--- src/rtl/fir_pe_stream_io.sv ---
// Head/tail adapter for a FIR PE chain: frames host samples into nibble-serial
// PE traffic and gathers the last PE's nibble-serial results into 16-bit words.
module fir_pe_stream_io #(
   parameter logic [15:0] BIAS = 16'h0000,
   parameter int unsigned SKIP = 2
) (
   input  logic        clk,
   input  logic        nReset,
   input  logic        en,
   input  logic [7:0]  in_data,
   input  logic        in_valid,
   output logic        in_ready,
   output logic        pe_rdy,
   output logic [3:0]  pe_xin,
   output logic [3:0]  pe_yin,
   input  logic        pe_vld,
   input  logic [3:0]  pe_yout,
   output logic [15:0] out_data,
   output logic        out_valid,
   output logic        bubble,
   output logic [15:0] frame_cnt
);

   typedef enum logic [2:0] {P0, P1, P2, P3, P4} phase_e;

   localparam int SkipW = (SKIP > 0) ? $clog2(SKIP + 1) : 1;
   localparam logic [SkipW-1:0] SkipInit = SkipW'(SKIP);

   phase_e            phase_q, phase_d;
   logic [7:0]        sample_q, sample_d;
   logic              rdy_q;
   logic [3:0]        xin_q, xin_d;
   logic [3:0]        yin_q, yin_d;
   logic              bubble_q;
   logic [15:0]       frame_cnt_q;
   logic              startFrame;

   logic              en_q;
   logic              enRise;
   logic [2:0]        nib_q;
   logic              nibbleCyc;
   logic              lastNib;
   logic [11:0]       shift_q;
   logic [15:0]       word;
   logic [SkipW-1:0]  skip_q;
   logic [15:0]       out_data_q;
   logic              out_valid_q;

   // A frame may only begin in P0; once begun it runs to P4 regardless of en.
   assign startFrame = (phase_q == P0) && en;
   assign in_ready   = startFrame && nReset;

   always_comb begin
      phase_d  = phase_q;
      sample_d = sample_q;
      case (phase_q)
         P0: begin
            if (en) begin
               phase_d  = P1;
               sample_d = in_valid ? in_data : 8'h00;
            end
         end
         P1:      phase_d = P2;
         P2:      phase_d = P3;
         P3:      phase_d = P4;
         P4:      phase_d = P0;
         default: phase_d = P0;
      endcase
   end

   // Nibble outputs are registered from the next phase so they line up with it.
   always_comb begin
      xin_d = 4'h0;
      yin_d = 4'h0;
      case (phase_d)
         P1: begin
            xin_d = sample_d[3:0];
            yin_d = BIAS[3:0];
         end
         P2: begin
            xin_d = sample_d[7:4];
            yin_d = BIAS[7:4];
         end
         P3:      yin_d = BIAS[11:8];
         P4:      yin_d = BIAS[15:12];
         default: begin
            xin_d = 4'h0;
            yin_d = 4'h0;
         end
      endcase
   end

   always_ff @(posedge clk or negedge nReset) begin
      if (!nReset) begin
         phase_q     <= P0;
         sample_q    <= 8'h00;
         rdy_q       <= 1'b0;
         xin_q       <= 4'h0;
         yin_q       <= 4'h0;
         bubble_q    <= 1'b0;
         frame_cnt_q <= 16'h0000;
      end else begin
         phase_q  <= phase_d;
         sample_q <= sample_d;
         rdy_q    <= startFrame;
         xin_q    <= xin_d;
         yin_q    <= yin_d;
         if (startFrame) begin
            frame_cnt_q <= frame_cnt_q + 16'd1;
            if (!in_valid) begin
               bubble_q <= 1'b1;
            end
         end
      end
   end

   assign enRise    = en && !en_q;
   assign nibbleCyc = (nib_q != 3'd0);
   assign lastNib   = (nib_q == 3'd4);
   assign word      = {pe_yout, shift_q};

   // nib_q counts the nibble cycle in progress (1..4); a fresh Vld always restarts at 1.
   always_ff @(posedge clk or negedge nReset) begin
      if (!nReset) begin
         en_q        <= 1'b0;
         nib_q       <= 3'd0;
         shift_q     <= 12'h000;
         skip_q      <= SkipInit;
         out_data_q  <= 16'h0000;
         out_valid_q <= 1'b0;
      end else begin
         en_q        <= en;
         out_valid_q <= 1'b0;
         if (nibbleCyc) begin
            shift_q <= {pe_yout, shift_q[11:4]};
         end
         if (pe_vld) begin
            nib_q <= 3'd1;
         end else if (lastNib) begin
            nib_q <= 3'd0;
         end else if (nibbleCyc) begin
            nib_q <= nib_q + 3'd1;
         end
         if (lastNib) begin
            if (skip_q != '0) begin
               skip_q <= skip_q - SkipW'(1);
            end else begin
               out_data_q  <= word;
               out_valid_q <= 1'b1;
            end
         end
         if (enRise) begin
            skip_q <= SkipInit;
         end
      end
   end

   assign pe_rdy    = rdy_q;
   assign pe_xin    = xin_q;
   assign pe_yin    = yin_q;
   assign bubble    = bubble_q;
   assign frame_cnt = frame_cnt_q;
   assign out_data  = out_data_q;
   assign out_valid = out_valid_q;

endmodule

--- config.mk ---
export PLATFORM = sky130hd
export DESIGN_NAME = fir_pe_stream_io
export DESIGN_NICKNAME = d
export VERILOG_FILES = /design/src/rtl/fir_pe_stream_io.sv
export SDC_FILE = /design/constraint.sdc
export NUM_CORES = 1
export LEC_CHECK = 0
export ABC_CLOCK_PERIOD_IN_PS = 2200
export BUFFER_PORTS_ARGS = -buffer_cell sky130_fd_sc_hd__buf_2
export CAP_MARGIN = 20
export CORE_MARGIN = 2
export CORE_UTILIZATION = 50
export DETAILED_ROUTE_END_ITERATION = 7
export PLACE_DENSITY_LB_ADDON = 0.08
export SYNTH_ARGS = -nofsm -noshare
export SYNTH_HDL_FRONTEND = slang
export SYNTH_SLANG_ARGS = --single-unit
--- constraint.sdc ---
create_clock -name clk -period 2.2 [get_ports clk]
set_input_delay 0 -clock clk [delete_from_list [all_inputs] [get_ports clk]]
set_output_delay 0 -clock clk [all_outputs]
set_load 0.03 [all_outputs]
==> flow_summary_export.csv <==
group,metric,value,unit
setup_path,critPathLaunchType,"register",
clock_tree,cts_buffer_depth,2,
pwr,vdd_drop_max,794,uV
cells_and_area,final_net_count,304,
global_route,overflow,0,
sta,max_freq,505,MHz
cells_and_area,fill_cells,395,
cells_and_area,syn_to_final_growth,27.5,%
routing,vias,1730,
routing,wl,4740,um
logic_synthesis,yosysWarnings,0,
place,pre_cts_slack,0.296,ns
global_route,grt_pass1_wl,7930,um
floorplan,die_height,75.8,um
clock_tree,cts_tree,"built",
floorplan,core_area,0.00504,sq mm
sta,period_share,0.901,
setup_path,r2r_cells,5,
clock_tree,cts_sinks,64,
global_route,grtUsageTotal,0.185,
setup_path,critPathMaxStageDelay,0.65,ns
floorplan,die_w,75.8,um
clock_tree,h-tree-depth,3,
floorplan,initial_core_util,0.512,
logic_synthesis,yosysTopAreaCell,"dfrtp_1",
routing,drt_pass1_iterations,4,
cells_and_area,multiInputGateArea,906,sq um
cells_and_area,fin_util,0.652,
pwr,netSwitchingPower,1360,uW
sta,hold_violations,0,
setup_path,cpLargestDelayFamily,"simple AND/OR/NAND/NOR gates",
run_status,status,"completed",
logic_synthesis,ys_seq_area_frac,0.621,
cells_and_area,drive_gt1_frac,0.368,
logic_synthesis,synthTopCellsByArea,"dfrtp_1 61%, mux2_2 12%, xnor2_1 5.8%",
setup_path,slowest_stage,"or4b_4",
setup_path,ff2ff_setup_slack,0.44,ns
setup_path,worstPathCellList,"or4b_4 > clkinv_2 > buf_4 > and2_1 > buf_2",
global_route,antenna_found_initial,0,
pwr,fin_total_pwr,3960,uW
logic_synthesis,syn_inst,204,
pwr,p_int,2600,uW
job,cap_violations,0,
global_route,grt_pass1_vias,1741,
setup_path,crit_path_max_fanout,13,
sta,rsz0062_at_grt,"no",
sta,finalSetupViolCount,0,
setup_path,cp_num_buf_inv,3,
setup_path,rr_startpoint,"phase_q[1]",
floorplan,num_rows,26,
setup_path,crit_arrival,1.98,ns
sta,fin_ws,0.219,ns
global_route,grt_start_max_net_pins,51,
cells_and_area,post_layout_nonfiller_instances,358,
clock_tree,clock-root-buffer,"clkbuf_8",
pwr,power.leakage,0.00168,uW
routing,drt_iter0_markers,55,
logic_synthesis,netlist_area,0.00258,sq mm
place,port_buffers,56,
sta,worst_pin_slew,0.625,ns
logic_synthesis,ys_ff_latch,64,
pwr,powerDensity,1200,mW/mm^2
routing,vias_per_cell,4.83,
pwr,clockPowerShare,0.252,
setup_path,cp.depth,5,
sta,maxSlewViolCount,0,
pwr,pwr-share-comb,0.298,
setup_path,required,2.20,ns
cells_and_area,seq_area,0.00160,sq mm
floorplan,dieArea,0.00575,sq mm
setup_path,worstSetupEndpointType,"output port",
clock_tree,path_clk_slew,0.07,ns
place,gp_congestion,0.704,
sta,slew_headroom,0.583,
pwr,switching_share,0.343,
setup_path,r2r_end,"frame_cnt[12]",
min_path,hp-class,"in -> async",
routing,drc,0,
logic_synthesis,yosysTopAreaCellShare,0.611,
routing,wire_per_inst,13.2,um
sta,min_period,1.98,ns
clock_tree,clk_latency,0.33,ns
cells_and_area,antenna_cells,0,
place,dp_cells,326,
sta,finalClockSkew,0.00786,ns
logic_synthesis,synth.distinct_cells,32,
place,dp_hpwl,3010,um
setup_path,worst-setup-path-type,"reg -> out",
routing,drtAntennaViolNets,0,
floorplan,io_pins,61,
clock_tree,cts_buffers,9,
sta,tns,0,ns
pwr,p_seq_frac,0.450,
logic_synthesis,synth.avg_cell_area,12.6,sq um
==> cell families after synthesis <==
group | count (synthesis) | share of synthesized area
AND/OR/NAND/NOR | 66 | 0.128
buffers and inverters | 18 | 0.0335
multiplexers | 28 | 0.122
flip-flops | 64 | 0.621
AO/OA/AOI/OAI | 5 | 0.0131
adder cells (fa/ha/maj) | 4 | 0.0194
other | 1 | 0.00145
XOR/XNOR | 18 | 0.0611
==> metal layers <==
| metal | global-route usage | vias to the layer above | share of wire | wire length (um) |
|---|---|---|---|---|
| li1 | - | 839 | - | - |
| met1 | 0.230 | 840 | 0.45 | 2140 |
| met2 | 0.285 | 39 | 0.48 | 2280 |
| met3 | 0.0476 | 12 | 0.043 | 204 |
| met4 | 0.121 | 0 | 0.024 | 114 |
| met5 | 0 | - | 0 | 0 |
==> placed cells by master (no fill, tap or decap), types with 2 or more instances in the layout <==
cell type / instances
nand3_1: 15
inv_1: 7
mux2_2: 28
dlygate4sd3_1: 16
xnor2_1: 17
nand4_1: 6
ha_1: 4
nand2_1: 26
nor3_1: 2
clkbuf_8: 11
clkbuf_1: 2
clkinv_2: 3
conb_1: 4
nor2_1: 7
buf_4: 3
buf_2: 56
dfrtp_1: 63
==> registers in the layout, indices dropped and copies added, names as in the netlist, 2 cells and up <==
| signal | cells |
|---|---|
| frame_cnt | 16 |
| nib_q | 3 |
| out_data | 16 |
| pe_xin | 4 |
| phase_q | 3 |
| sample_q | 4 |
| shift_q | 12 |
| skip_q | 2 |
==> metrics by stage <==
step	instance area [sq um]	hold WS (ns)
after global placement	2930	-0.0769
after global routing	3290	0.200
final	3290	0.172
after floorplan	2590	-0.296
after CTS	3290	0.141
after detailed placement	2930	-0.0736
==> synth_stat cells <==
master	n
nand2_1	26
dfstp_2	1
o21bai_1	1
nor2_1	7
o221ai_1	1
conb_1	1
a21oi_1	1
and3_4	1
nand2b_1	1
nor4_1	1
xnor2_1	17
o21ai_0	1
and4_1	1
nand3b_1	1
dfrtp_1	63
clkbuf_1	4
nor3_1	2
nor3b_1	1
and3b_1	1
xor2_1	1
mux2_2	28
clkinv_2	1
inv_1	7
or4b_1	1
buf_4	4
ha_1	4
o21a_1	1
and2_1	1
buf_2	2
nor2_4	1
nand4_1	6
nand3_1	15
==> worst max path at each step <==
stage                    start            end  slack, ns
floorplan            skip_q[1]    out_data[0]       0.42
finish              phase_q[1]       in_ready       0.22
global placement    phase_q[1]   frame_cnt[6]       0.35
detailed placement  phase_q[1]  frame_cnt[12]       0.30
global route        phase_q[1]       in_ready       0.13
CTS                 phase_q[1]       in_ready       0.03
==> power groups by stage <==
stage / Clock, uW / Sequential [uW] / Combinational (uW)
after floorplan: 0 / 2040 / 586
after global placement: 0 / 1780 / 1140
after detailed placement: 0 / 1800 / 1170
after CTS: 1030 / 1780 / 1190
after global routing: 1090 / 1830 / 1300
final: 998 / 1780 / 1180
==> worst register-to-register path: cells and delay by family (launching register included) <==
family | cells | cell delay (ns)
and+or+nand+nor | 3 | 0.99
DFF | 1 | 0.43
xor gates and xnor gates | 1 | 0.15
buffers and inverters | 1 | 0.08
==> area by class of cell <==
class,count,area share
inverters,8,0.00951
clock buffers,13,0.0483
flip-flops and latches,64,0.487
repair buffers,75,0.141
well taps,70,0.0266
clock inverters,3,0.0122
multi-input cells,125,0.275
==> what timing repair did <==
action	4_1_cts	5_1_grt
buffers inserted	0	0
hold buffers	16	0
setup endpoints to repair	0	1
gates resized for setup	0	1
hold endpoints to repair	38	0
(Power assumes the default switching activity.)
